===== src/rtl/debounce_pkg.sv =====
// debounce_pkg: shared FSM state encoding and glitch counter constants for debounce_filter
package debounce_pkg;
   typedef logic [1:0] state_t;
   localparam state_t STABLE_LO = 2'd0;
   localparam state_t QUAL_HI   = 2'd1;
   localparam state_t STABLE_HI = 2'd2;
   localparam state_t QUAL_LO   = 2'd3;
   localparam int GLITCH_W = 8;
   localparam logic [GLITCH_W-1:0] GLITCH_MAX = '1;
endpackage


===== src/rtl/sync_chain.sv =====
// sync_chain: multi-flop synchroniser for one asynchronous level
// ports: clk clock, reset async active-low, d async input, q synchronised output
module sync_chain #(
   parameter int SYNC_STAGES = 2
) (
   input  logic clk,
   input  logic reset,
   input  logic d,
   output logic q
);
   logic [SYNC_STAGES-1:0] s_q;
   always_ff @(posedge clk or negedge reset)
      if (!reset) s_q <= '0;
      else s_q <= {s_q[SYNC_STAGES-2:0], d};
   assign q = s_q[SYNC_STAGES-1];
endmodule


===== src/rtl/debounce_filter.sv =====
// debounce_filter: synchronises a bouncy level and qualifies it for STABLE_CYCLES samples
// ports: clk clock, reset async active-low, a_raw raw level, clean_out debounced level,
//        busy qualification in progress, glitch_cnt aborted qualifications (DEBOUNCE_GLITCH_CNT_EN)
module debounce_filter
   import debounce_pkg::*;
#(
   parameter int SYNC_STAGES   = 2,
   parameter int CNT_W         = 16,
   parameter int STABLE_CYCLES = 1000
) (
   input  logic clk,
   input  logic reset,
   input  logic a_raw,
   output logic clean_out,
   output logic busy
`ifdef DEBOUNCE_GLITCH_CNT_EN
   ,
   output logic [GLITCH_W-1:0] glitch_cnt
`endif
);
   if (STABLE_CYCLES < 1 || longint'(STABLE_CYCLES) > (longint'(1) << CNT_W) - 1) begin : g_bad_cycles
      $error("debounce_filter: STABLE_CYCLES out of range");
   end
   if (SYNC_STAGES < 2 || SYNC_STAGES > 4) begin : g_bad_sync
      $error("debounce_filter: SYNC_STAGES out of range");
   end
   localparam logic [CNT_W-1:0] LAST = CNT_W'(STABLE_CYCLES - 1);
   // the entry edge is the first qualifying sample, so the count starts at 1
   localparam logic [CNT_W-1:0] FIRST = CNT_W'(1);
   localparam bit ONE = STABLE_CYCLES == 1;
   logic sync_q;
   state_t state_q, state_d;
   logic [CNT_W-1:0] cnt_q, cnt_d;
   sync_chain #(.SYNC_STAGES(SYNC_STAGES)) u_sync (
      .clk(clk),
      .reset(reset),
      .d(a_raw),
      .q(sync_q)
   );
   always_comb begin
      state_d = state_q;
      cnt_d   = cnt_q;
      case (state_q)
         STABLE_LO: if (sync_q) begin
            state_d = ONE ? STABLE_HI : QUAL_HI;
            cnt_d   = ONE ? '0 : FIRST;
         end
         QUAL_HI: begin
            state_d = !sync_q ? STABLE_LO : cnt_q == LAST ? STABLE_HI : QUAL_HI;
            cnt_d   = !sync_q || cnt_q == LAST ? '0 : cnt_q + 1'b1;
         end
         STABLE_HI: if (!sync_q) begin
            state_d = ONE ? STABLE_LO : QUAL_LO;
            cnt_d   = ONE ? '0 : FIRST;
         end
         default: begin
            state_d = sync_q ? STABLE_HI : cnt_q == LAST ? STABLE_LO : QUAL_LO;
            cnt_d   = sync_q || cnt_q == LAST ? '0 : cnt_q + 1'b1;
         end
      endcase
   end
   always_ff @(posedge clk or negedge reset)
      if (!reset) begin
         state_q <= STABLE_LO;
         cnt_q   <= '0;
      end else begin
         state_q <= state_d;
         cnt_q   <= cnt_d;
      end
   // both outputs decode straight from the state register, so neither has a path from a_raw
   assign clean_out = state_q == STABLE_HI || state_q == QUAL_LO;
   assign busy      = state_q == QUAL_HI || state_q == QUAL_LO;
`ifdef DEBOUNCE_GLITCH_CNT_EN
   logic [GLITCH_W-1:0] glitch_q;
   logic abort;
   assign abort = (state_q == QUAL_HI && !sync_q) || (state_q == QUAL_LO && sync_q);
   always_ff @(posedge clk or negedge reset)
      if (!reset) glitch_q <= '0;
      else if (abort && glitch_q != GLITCH_MAX) glitch_q <= glitch_q + 1'b1;
   assign glitch_cnt = glitch_q;
`endif
endmodule


===== config.mk =====
export PLATFORM = sky130hd
export DESIGN_NAME = debounce_filter
export DESIGN_NICKNAME = d
export VERILOG_FILES = /design/src/rtl/debounce_pkg.sv /design/src/rtl/sync_chain.sv /design/src/rtl/debounce_filter.sv
export SDC_FILE = /design/constraint.sdc
export NUM_CORES = 1
export LEC_CHECK = 0
export BUFFER_PORTS_ARGS = -buffer_cell sky130_fd_sc_hd__buf_2
export CORE_UTILIZATION = 40
export CTS_CLUSTER_DIAMETER = 80
export DETAILED_ROUTE_END_ITERATION = 10
export PLACE_DENSITY_LB_ADDON = 0.25
export SLEW_MARGIN = 20
export SYNTH_ARGS = -nofsm -noshare
export SYNTH_HDL_FRONTEND = slang
export SYNTH_SLANG_ARGS = --single-unit

===== constraint.sdc =====
create_clock -name clk -period 1.5 [get_ports clk]
set_clock_uncertainty 0.05 [all_clocks]
set_input_delay 0.075 -clock clk [delete_from_list [all_inputs] [get_ports clk]]
set_output_delay 0.075 -clock clk [all_outputs]
set_load 0.02 [all_outputs]

Yosys cells after proc, flatten, opt, wreduce, memory -nomap -nowiden
Index checks and enable logic that the tools add are counted.
{"block": "op_classes", "n_reduce_logical": 7, "add_sub_neg": 1, "n_eq_ne": 6, "muxes": 12}
{"cell": "$mux 16", "count": 4}
{"cell": "$pmux 16 s3", "count": 1}
{"cell": "$add 16x1->16 const B", "count": 1}
{"cell": "$eq 16x10->1 const B", "count": 1}
{"cell": "$mux 2", "count": 6}
{"cell": "$pmux 2 s3", "count": 1}
{"cell": "$eq 2x2->1 const B", "count": 2}
{"cell": "$logic_or 1x1->1", "count": 4}
{"cell": "$eq 2x1->1 const B", "count": 1}
{"cell": "$logic_not 2->1", "count": 1}
{"cell": "$ne 2x1->1 const B", "count": 1}
{"cell": "$ne 2x2->1 const B", "count": 1}
{"cell": "$reduce_and 2->1", "count": 1}
{"cell": "$logic_not 1->1", "count": 1}
{"block": "totals", "output_inout_bits": 2, "regBits": 20, "wordCells": 29, "input_bits": 3}

Longest topological paths before layout
Gate-level depths: netlist (run 1).
{"block": "logic_depth", "word_depth": 4, "mapped_depth": 6, "ltp_nobuf": 5}

Modules after synthesis
Synthesis (run 1) repeated with hierarchy kept, for this count alone.
{"block": "unflattened", "cells_unflattened": 100, "hier_area_um2": 1004.7}
{"mod": "debounce_filter", "seq_area_each_um2": 450.4, "cells_each": 98, "instances": 1, "area_per_inst_um2": 954.7}
{"mod": "sync_chain", "seq_area_each_um2": 50.0, "cells_each": 2, "instances": 1, "area_per_inst_um2": 50.0}

Worst setup path after synthesis (run 1)
Ideal clock, no wire load.
{"block": "synth_path", "path_kind": "register to register", "start": "register cnt_q[0]", "end": "register cnt_q[12]", "setup_ns": 0.073, "slack_ns": -0.034, "t_arrival_ns": 1.411, "path_stages_with_launch": 6, "period_less_slack_ns": 1.534, "path_buffers": 0, "cell_sequence": "dfrtp_1 > ha_1 > and2_1 > o2111ai_2 > or3_1 > a21oi_2"}
{"block": "synth_between", "elab_chain_cells": 4, "elab_cells_between_ends": 7}
{"element": "from (decl)", "line_no": "debounce_filter.sv:33", "source": "logic [CNT_W-1:0] cnt_q, cnt_d;"}
{"element": "from (signal assigned)", "line_no": "debounce_filter.sv:68", "source": "cnt_q <= cnt_d;"}
{"element": "parallel branches: the longest is 3 deep, another holds $add 16x1->16"}
{"element": "$pmux 16 s3 (*)", "line_no": "debounce_filter.sv:43", "source": "case (state_q)"}
Mark *: on every way between the ends.
A chain may end at the register's enable or synchronous reset.

Final worst setup path (run 1)
{"block": "layout_path", "start": "register state_q[1]", "end": "register cnt_q[15]"}
{"block": "layout_between", "elab_chain_cells": 3, "elab_cells_between_ends": 7}
{"element": "from (decl)", "line_no": "debounce_filter.sv:32", "source": "state_t state_q, state_d;"}
{"element": "from (signal assigned)", "line_no": "debounce_filter.sv:67", "source": "state_q <= state_d;"}
{"element": "$eq 2x2->1 / $logic_not 2->1 (equally long branches)", "line_no": "debounce_filter.sv:43"}
{"element": "$ne 2x2->1 (no line) / $ne 2x1->1 (equally long branches)"}
{"element": "$reduce_and 2->1 (no line)"}
Parallel ways exist; a longest one is shown, timed or not.

==> reports/metrics.yaml, run 1 <==
dpl.hpwl_um: 1530
nNetsFinal: 136
clock_sinks: 20
area_growth_pct: 38.5
wl_per_cell_um: 14.4
wirelength_um: 2330
die_w_um: 52.8
cp-start-kind: "register"
row_count: 18
numCtsBuffers: 3
drive_gt1_frac: 0.458
dp_slack_ns: -0.122
synth_largest_area_cell: "dfrtp_1"
gp_congestion: 0.789
setup_viol: 11
tightest_slew_ns: 0.446
reg2reg_to: "cnt_q[15]"
total_power_w: 0.000992
ys_top_cells_by_area: "dfrtp_1, xor2_1, o21ai_0"
final_common_cell: "buf_4"
rsz0062_at_grt: "true"
yosysSeqAreaShare: 0.485
maxCapViolations: 0
synthCells: 97
synth_seq_cells: 20
cts_root_buf: "clkbuf_4"
failed_checks: "negative setup slack"
num_vias: 894
clk_pin_slew_worst_paths_ns: 0.12
grt_overflow: 0
htree_levels: 1
cts_buffer_depth: 2
portBuffers: 4
drc: 0
diodes: 0
antenna_found_initial: 0
syn_area_per_cell_sq_um: 10.6
max_freq_mhz: 653
status: "finished with violations"
die_area_sq_um: 2790
clk_latency_ns: 0.31
leakage_nw: 0.626
critPathMaxFanout: 6
reg2reg_slack_ns: -0.03
fin_crit_ns: 1.53
fin_util: 0.583
grt_pass1_wl_um: 3800
p_per_area_nw_per_um2: 694
finalCritPeriodShare: 1.02
final_cell_mix: "buf_4, dfrtp_1, nor2_1"
grt_use_total: 0.193
ios: 5
start_util: 0.420
core_sq_um: 2450
yosysTopAreaCellShare: 0.485
irDropWorstVdd_uv: 754
ant_nets: 0
fin_ws_ns: -0.0321
worst_ep_required_time_ns: 1.70
hold_path_class: "in2async"
cp-end-kind: "register"
grt_max_degree: 21
worstRegToRegCells: 4
vias_per_cell: 5.55
synth_cell_types: 33
drt_pass1_iterations: 4
relSlewSlack: 0.702
yosysWarnings: 0
holdWs_ns: 0.176
crit_type: "reg2reg"
grt_pass1_vias: 864
maxSlewViolCount: 0
final_hold_viol_count: 0
netlist_area_sq_um: 1030
cts_tree: "built"
regToRegStartpoint: "state_q[1]"
crit_start: "state_q[1]"
die_y_um: 52.8
syn-num-nets: 101
arrival_ns: 1.73
drtIter0Drc: 26
synth_stat cells, drive strengths merged:
library cell  count
o211ai            3
buf               2
and2              4
dfrtp            20
mux2i             2
a21oi             6
or3               4
a31oi             1
mux2              1
a32o              1
ha                1
o21a              1
nand3             2
nand2             2
clkbuf            3
o21ai             7
and3              2
and4b             1
and4              4
o2111ai           4
xor2              8
inv               2
nor3              3
nand4             3
nor4              1
nor2              9
routing by layer:
metal | vias up | track usage | part of all wire
li1 | 423 | - | -
met5 | - | 0 | 0
met4 | 0 | 0.0482 | 0.015
met2 | 20 | 0.321 | 0.51
met3 | 5 | 0.0638 | 0.041
met1 | 446 | 0.238 | 0.43
area by class of cell:
| type | count | area [sq um] |
|---|---|---|
| Sequential cell | 20 | 505 |
| Timing Repair Buffer | 35 | 274 |
| Tap cell | 30 | 37.5 |
| Fill cell | 208 | 1020 |
| Inverter | 2 | 7.51 |
| Multi-Input combinational cell | 70 | 569 |
| Clock buffer | 4 | 36.3 |
worst max-delay path, cell delays in order (launching register included):
cell	delay (ns)
dfrtp_2	0.46
xor2_4	0.30
o2111ai_4	0.17
or3_1	0.36
a21oi_2	0.13
through the flow:
stage / instance area [sq um] / std cells / setup TNS, ns
detailed placement: 1250 / 148 / -0.594
global placement: 1250 / 148 / -0.223
finish: 1430 / 161 / -0.137
floorplan: 1040 / 97 / 0
global route: 1430 / 161 / -1.46
CTS: 1350 / 157 / -0.0165
timing repair:
| action | in CTS | in global routing |
|---|---|---|
| buffers inserted | 3 | 4 |
| pin swaps | 8 | 6 |
| hold endpoints to repair | 21 | 0 |
| setup endpoints to repair | 15 | 16 |
| hold buffers | 2 | 0 |
| resized for setup | 5 | 11 |
sequential cells by signal (all words and copies together), names as in the netlist:
register and flops:
cnt_q 16, u_sync.s_q 2, state_q 2
worst max-delay path by stage:
stage	cells past startpoint	slack, ns	to
after floorplan	6	0.008	cnt_q[13]
final	4	-0.03	cnt_q[15]
after global routing	4	-0.14	cnt_q[15]
after CTS	4	-0.01	cnt_q[12]
after global placement	4	-0.06	cnt_q[15]
after detailed placement	4	-0.12	cnt_q[15]
power by group:
part	switching, W	total (W)	internal [W]
clock	0.000172	0.000320	0.000148
combinational	0.0000540	0.000108	0.0000544
sequential	0.0000116	0.000564	0.000552
cell families after synthesis:
logic type / after synthesis / share of synthesized area
adder cells (fa/ha/maj): 1 / 0.0121
multiplexers: 3 / 0.0303
buffers and inverters: 7 / 0.0364
flip-flops: 20 / 0.485
AND/OR/NAND/NOR: 35 / 0.200
AO/OA/AOI/OAI: 23 / 0.161
XOR/XNOR: 8 / 0.0752
No activity file was read; power rests on OpenSTA's default activity.
==> run 2: changes to the inputs <==
--- a/config.mk
+++ b/config.mk
@@ -5,10 +5,10 @@
 export SDC_FILE = /design/constraint.sdc
 export NUM_CORES = 1
 export LEC_CHECK = 0
-export BUFFER_PORTS_ARGS = -buffer_cell sky130_fd_sc_hd__buf_2
 export CORE_UTILIZATION = 40
 export CTS_CLUSTER_DIAMETER = 80
 export DETAILED_ROUTE_END_ITERATION = 10
+export DONT_BUFFER_PORTS = 1
 export PLACE_DENSITY_LB_ADDON = 0.25
 export SLEW_MARGIN = 20
 export SYNTH_ARGS = -nofsm -noshare
==> run 2 against run 1 <==
Compared with the run above: the flow still finishes with violations (negative setup slack); die area stayed put; count of clock-buffer cells in the layout stayed put; final cell count is 5.0% lower; via count is 5.5% lower; global-route usage is 0.46 points higher; sequential share of layout area is 1.3 points higher; worst setup slack worse by 0.036 ns; first-iteration DRC count is 19% lower; combinational power is 6% higher; total power is 0.45% higher; largest cell class unchanged; largest power group unchanged.
==> reports/metrics.yaml, run 2 (same netlist as run 1, synthesis figures left out) <==
nNetsFinal: 128  # was 136
tightest_slew_ns: 0.943  # was 0.446 ns
area_growth_pct: 32.5  # was 38.5%
largest_register_ffs: 16  # unchanged
relSlewSlack: 0.369  # was 0.702
maxCapViolations: 0  # unchanged
crit_type: "reg2reg"  # unchanged
start_util: 0.420  # unchanged
grt_max_degree: 21  # unchanged
wl_per_cell_um: 14.9  # was 14.4 um
die_y_um: 52.8  # unchanged
crit_cells: 5  # was 4
final_hold_viol_count: 0  # unchanged
reg2reg_slack_ns: -0.07  # was -0.03 ns
holdWs_ns: 0.278  # was 0.176 ns
reg2reg_to: "cnt_q[1]"  # was cnt_q[15]
max_freq_mhz: 638  # was 653 MHz
worstRegToRegCells: 5  # was 4
drive_gt1_frac: 0.382  # was 0.458
grt_use_total: 0.197  # was 0.193
cts_tree: "built"  # unchanged
fin_util: 0.557  # was 0.583
die_area_sq_um: 2790  # unchanged
grt_pass1_wl_um: 3850  # was 3800 um
die_w_um: 52.8  # unchanged
row_count: 18  # unchanged
hold_path_class: "in2reg"  # was in2async
nFillCells: 228  # was 208
htree_levels: 1  # unchanged
irDropWorstVdd_uv: 641  # was 754 uV
critPathTopFamily: "flip-flops"  # unchanged
drc: 0  # unchanged
finalCritPeriodShare: 1.05  # was 1.02
worstPathBufferInverterCount: 1  # was 0
final_cell_mix: "buf_4, dfrtp_1, nor2_1"  # unchanged
clk_pin_slew_worst_paths_ns: 0.11  # was 0.12 ns
worst_ep_required_time_ns: 1.65  # was 1.70 ns
drtIter0Drc: 21  # was 26
maxSlewViolCount: 0  # unchanged
num_vias: 845  # was 894
failed_checks: "negative setup slack"  # unchanged
cp-start-kind: "register"  # unchanged
cp-end-kind: "register"  # unchanged
vias_per_cell: 5.52  # was 5.55
setup_viol: 16  # was 11
crit_path_cell_trace: "ha_2 -> and4_4 -> nand4_1 -> buf_4 -> a32o_1"  # was xor2_4 -> o2111ai_4 -> or3_1 -> a21oi_2
antenna_found_initial: 0  # unchanged
cts_buffer_depth: 2  # unchanged
final_common_cell: "buf_4"  # unchanged
cts_root_buf: "clkbuf_4"  # unchanged
wirelength_um: 2270  # was 2330 um
slowest_delay_ns: 0.39  # was 0.46 ns
worst_path_max_delay_cell: "dfrtp_1"  # was dfrtp_2
dpl.hpwl_um: 1600  # was 1530 um
regToRegStartpoint: "cnt_q[0]"  # was state_q[1]
crit_start: "cnt_q[0]"  # was state_q[1]
grt_pass1_vias: 862  # was 864
grt_overflow: 0  # unchanged
largest-register: "cnt_q"  # unchanged
leakage_nw: 0.594  # was 0.626 nW
clock_sinks: 20  # unchanged
gp_congestion: 0.822  # was 0.789
dp_slack_ns: -0.0795  # was -0.122 ns
status: "finished with violations"  # unchanged
critPathMaxFanout: 3  # was 6
core_sq_um: 2450  # unchanged
drt_pass1_iterations: 4  # unchanged
fin_crit_ns: 1.57  # was 1.53 ns
portBuffers: 0  # was 4
total_power_w: 0.000997  # was 0.000992 W
diodes: 0  # unchanged
ant_nets: 0  # unchanged
final_cell_area_sq_um: 1370  # was 1430 sq um
rsz0062_at_grt: "true"  # unchanged
detailed_place.area_sq_um: 1220  # was 1250 sq um
largestRegisters: "cnt_q (16), state_q (2), u_sync.s_q (2)"  # unchanged
clk_latency_ns: 0.30  # was 0.31 ns
ios: 5  # unchanged
critPathCapture: "cnt_q[1]"  # was cnt_q[15]
fin_ws_ns: -0.0680  # was -0.0321 ns
numCtsBuffers: 3  # unchanged
arrival_ns: 1.72  # was 1.73 ns
p_per_area_nw_per_um2: 729  # was 694 nW/um^2
run 2: changes by cell type in the layout (fill, tap and decap cells not counted), moves of 2 or more:
cell	before	now
dfrtp_2	4	0
buf_2	4	0
dfrtp_1	16	20
buf_4	27	22
a21oi_2	3	1
run 2: worst min path at each step:
stage,startpoint,endpoint,cells after the start
floorplan,reset,cnt_q[0],0
finish,a_raw,u_sync.s_q[0],1
detailed placement,reset,cnt_q[10],0
global placement,reset,cnt_q[10],0
global route,a_raw,u_sync.s_q[0],1
CTS,a_raw,u_sync.s_q[0],1
run 2: final cells by class:
cell class	instances	area, sq um	share of cell area
clock buffers	4	36.3	0.0265
inverters	2	7.51	0.00549
well taps	30	37.5	0.0274
multi-input cells	70	558	0.408
repair buffers	27	228	0.167
flip-flops and latches	20	500	0.366
run 2: per-stage QoR:
stage               TNS [ns]  instances
floorplan                  0         97
global placement      -0.158        143
detailed placement    -0.834        143
CTS                   -0.856        152
global route           -1.68        153
finish                -0.728        153
run 2: repair_timing:
action	4_1_cts	5_1_grt
pin swaps	4	5
setup buffers	4	1
resized for setup	3	8
endpoints found under the hold margin	21	0
hold buffers	2	0
setup endpoints to repair	16	17
run 2: metal layers:
metal  global-route usage  share of wire  up-vias
met5                    0              0        -
met4               0.0526         0.0084        0
met3               0.0551          0.028        2
met2                0.338           0.51       11
met1                0.240           0.45      421
li1                     -              -      411
run 2: power by group:
part	leakage, nW	internal, W	switching, W
Clock	0.0210	0.000148	0.000170
Sequential	0.269	0.000552	0.0000126
Combinational	0.304	0.0000572	0.0000568
==> run 3: changes to the inputs <==
--- a/config.mk
+++ b/config.mk
@@ -5,6 +5,8 @@
 export SDC_FILE = /design/constraint.sdc
 export NUM_CORES = 1
 export LEC_CHECK = 0
+export ABC_AREA = 1
+export CORE_ASPECT_RATIO = 2
 export CORE_UTILIZATION = 40
 export CTS_CLUSTER_DIAMETER = 80
 export DETAILED_ROUTE_END_ITERATION = 10
==> run 3 against run 2 <==
Compared with the run above: the flow now finishes without violations; via count grew 32%; critical path depth is 5 higher; sequential power about the same; first-iteration DRC count is 29% higher; flip-flop and latch count is the same; clock power up 12%; synthesized cell count is 77% higher; maximum frequency is 9.1% higher; wire length up 28%; count of clock-buffer cells in the layout fell by 1; largest cell class unchanged; largest power group unchanged; highest routed layer unchanged.
==> reports/metrics.yaml, run 3 <==
synth_seq_cells: 20  # unchanged
wl_per_cell_um: 13.3  # was 14.9 um
layout.cells.non_filler: 219  # was 153
setup_viol: 0  # was 16
ios: 5  # unchanged
rsz0062_at_grt: "true"  # unchanged
nFillCells: 278  # was 228
busiest_layer: "met2"  # unchanged
irDropWorstVdd_uv: 428  # was 641 uV
yosysTopAreaCellShare: 0.400  # was 0.485
crit_path_cell_trace: "ha_2 -> nand2_2 -> inv_2 -> nand2_2 -> nor2_2 -> nand2_2 -> nand2_4 -> nand2_8 -> inv_8 -> nor3b_2"  # was ha_2 -> and4_4 -> nand4_1 -> buf_4 -> a32o_1
multiInputGateArea_sq_um: 701  # was 558 sq um
largest-register: "cnt_q"  # unchanged
critPathMaxFanout: 5  # was 3
largest_register_ffs: 16  # unchanged
portBuffers: 0  # unchanged
hold_path_class: "reg2reg"  # was in2reg
syn_area_per_cell_sq_um: 7.28  # was 10.6 sq um
htree_levels: 1  # unchanged
ys_top_cells_by_count: "nand2_1, nor2_1, inv_1, dfrtp_1, nand3_1"  # was dfrtp_1, nor2_1, o21ai_0, xor2_1
vias_per_cell: 5.09  # was 5.52
grt_use_met1: 0.202  # was 0.240
yosysSeqAreaShare: 0.400  # was 0.485
largestRegisters: "cnt_q (16), state_q (2), u_sync.s_q (2)"  # unchanged
synthArstFlopShare: 1.00  # unchanged
numCtsBuffers: 3  # unchanged
row_count: 28  # was 18
nNetsFinal: 195  # was 128
grt_max_degree: 21  # unchanged
ant_nets: 0  # unchanged
register_area_sq_um: 500  # unchanged
synth-main-ff-cell: "dfrtp_1"  # unchanged
drtIter0Drc: 27  # was 21
die_w_um: 41.6  # was 52.8 um
yosysWarnings: 0  # unchanged
wirelength_um: 2910  # was 2270 um
cpMostUsedCell: "nand2_2"
diodes: 0  # unchanged
netlist_area_sq_um: 1250  # was 1030 sq um
grtUsageMet3: 0.0311  # was 0.0551
max_freq_mhz: 696  # was 638 MHz
fin_crit_ns: 1.44  # was 1.57 ns
die_area_sq_um: 3370  # was 2790 sq um
synthCells: 172  # was 97
cp-start-kind: "register"  # unchanged
cp-end-kind: "register"  # unchanged
tightest_slew_ns: 0.934  # was 0.943 ns
synth_edf_count: 0  # unchanged
arrival_ns: 1.57  # was 1.72 ns
yosysMostFrequentCell: "nand2_1"  # was dfrtp_1
grt_util_met2: 0.380  # was 0.338
finalCritPeriodShare: 0.958  # was 1.05
drt_pass1_iterations: 4  # unchanged
synth_largest_area_cell: "dfrtp_1"  # unchanged
total_power_w: 0.00106  # was 0.000997 W
relSlewSlack: 0.375  # was 0.369
grt_pass1_vias: 1198  # was 862
placed_cells: 206  # was 143
drc: 0  # unchanged
core_sq_um: 2980  # was 2450 sq um
antenna_found_initial: 0  # unchanged
syn-num-nets: 176  # was 101
cts_tree: "built"  # unchanged
maxSlewViolCount: 0  # unchanged
gp_congestion: 0.848  # was 0.822
synth_cell_types: 28  # was 33
final_hold_viol_count: 0  # unchanged
leakage_nw: 0.727  # was 0.594 nW
crit_type: "reg2reg"  # unchanged
clk_latency_ns: 0.26  # was 0.30 ns
ys_top_cells_by_area: "dfrtp_1, nand2_1, nor2_1"  # was dfrtp_1, xor2_1, o21ai_0
cts_buffer_depth: 2  # unchanged
reg2reg_slack_ns: 0.06  # was -0.07 ns
final_common_cell: "nand2_1"  # was buf_4
worst_ep_required_time_ns: 1.63  # was 1.65 ns
area_growth_pct: 21.5  # was 32.5%
drive_gt1_frac: 0.280  # was 0.382
die_y_um: 81.1  # was 52.8 um
worstRegToRegCells: 10  # was 5
maxCapViolations: 0  # unchanged
num_vias: 1114  # was 845
grt_pass1_wl_um: 5150  # was 3850 um
dpl.hpwl_um: 2120  # was 1600 um
cts_root_buf: "clkbuf_8"  # was clkbuf_4
min_path_cells: 0  # was 1
grt_use_total: 0.201  # was 0.197
start_util: 0.421  # was 0.420
final_cell_mix: "nand2_1, inv_1, nor2_1"  # was buf_4, dfrtp_1, nor2_1
clock_sinks: 20  # unchanged
grt_overflow: 0  # unchanged
p_per_area_nw_per_um2: 697  # was 729 nW/um^2
slowest_delay_ns: 0.39  # about the same
status: "complete, no violations"  # was finished with violations
worst_path_max_delay_cell: "dfrtp_1"  # unchanged
clk_pin_slew_worst_paths_ns: 0.07  # was 0.11 ns
[run 3: cell count changes after synthesis, sizes merged, moves of 3 or more]
cell     change
and2         -3
and4         -4
inv         +27
nand2       +46
nand3        +7
nand4        +3
nor2        +26
o2111ai      -4
o211ai       -3
or3          -4
xor2         -6
[run 3: cells by family after synthesis]
| family | Yosys count | synth area share |
|---|---|---|
| and+or+nand+nor | 103 | 0.413 |
| buffers and inverters | 32 | 0.103 |
| DFF | 20 | 0.400 |
| AOI/OAI and AO/OA | 13 | 0.0539 |
| xor gates and xnor gates | 3 | 0.0210 |
| adders and majority gates | 1 | 0.00999 |
[run 3: final timing paths]
check	to	start
hold reg to reg	u_sync.s_q[1]	u_sync.s_q[0]
max in group asynchronous	cnt_q[9]	reset
setup reg to reg	cnt_q[2]	cnt_q[1]
setup / recovery	cnt_q[2]	cnt_q[1]
hold / removal	u_sync.s_q[1]	u_sync.s_q[0]
min in group asynchronous	cnt_q[4]	reset
[run 3: repair_timing]
action	CTS	global route
gates resized for setup	3	21
cloned	1	0
hold buffers	2	0
pin swaps	0	12
endpoints found under the setup margin	8	17
buffers inserted	2	5
endpoints found under the hold margin	21	0
[run 3: layer usage]
| metal | wire, um | part of all wire |
|---|---|---|
| met1 | 1040 | 0.36 |
| met2 | 1700 | 0.58 |
| met3 | 71 | 0.024 |
| met4 | 106 | 0.036 |
| met5 | 0 | 0 |
[run 3: final cells by class]
class,instances,area share
multi-input cells,121,0.461
repair buffers,16,0.0822
flip-flops and latches,20,0.329
well taps,30,0.0247
inverters,29,0.0765
clock buffers,3,0.0271
[run 3: critical path, delay by kind of cell (launching register included)]
kind	cells	cell delay, ns
fa+ha+maj	1	0.20
simple gates	7	0.62
buf+inv	2	0.10
flops	1	0.39
[run 3: through the flow]
| stage | setup WS (ns) | hold WS (ns) | instance area, sq um | setup TNS (ns) | util |
|---|---|---|---|---|---|
| final | 0.0629 | 0.325 | 1520 | 0 | 0.511 |
| after CTS | 0.00599 | 0.327 | 1410 | 0 | 0.474 |
| after floorplan | 0.0935 | -0.271 | 1250 | 0 | - |
| after global placement | -0.0542 | -0.270 | 1320 | -0.235 | 0.444 |
| after global routing | -0.0346 | 0.328 | 1520 | -0.287 | 0.511 |
| after detailed placement | -0.0496 | -0.270 | 1320 | -0.185 | 0.444 |
[run 3: where the power goes]
part / internal [W] / switching [W]
logic: 0.0000583 / 0.0000841
clock network: 0.000179 / 0.000176
registers: 0.000552 / 0.0000104
total: 0.000790 / 0.000271
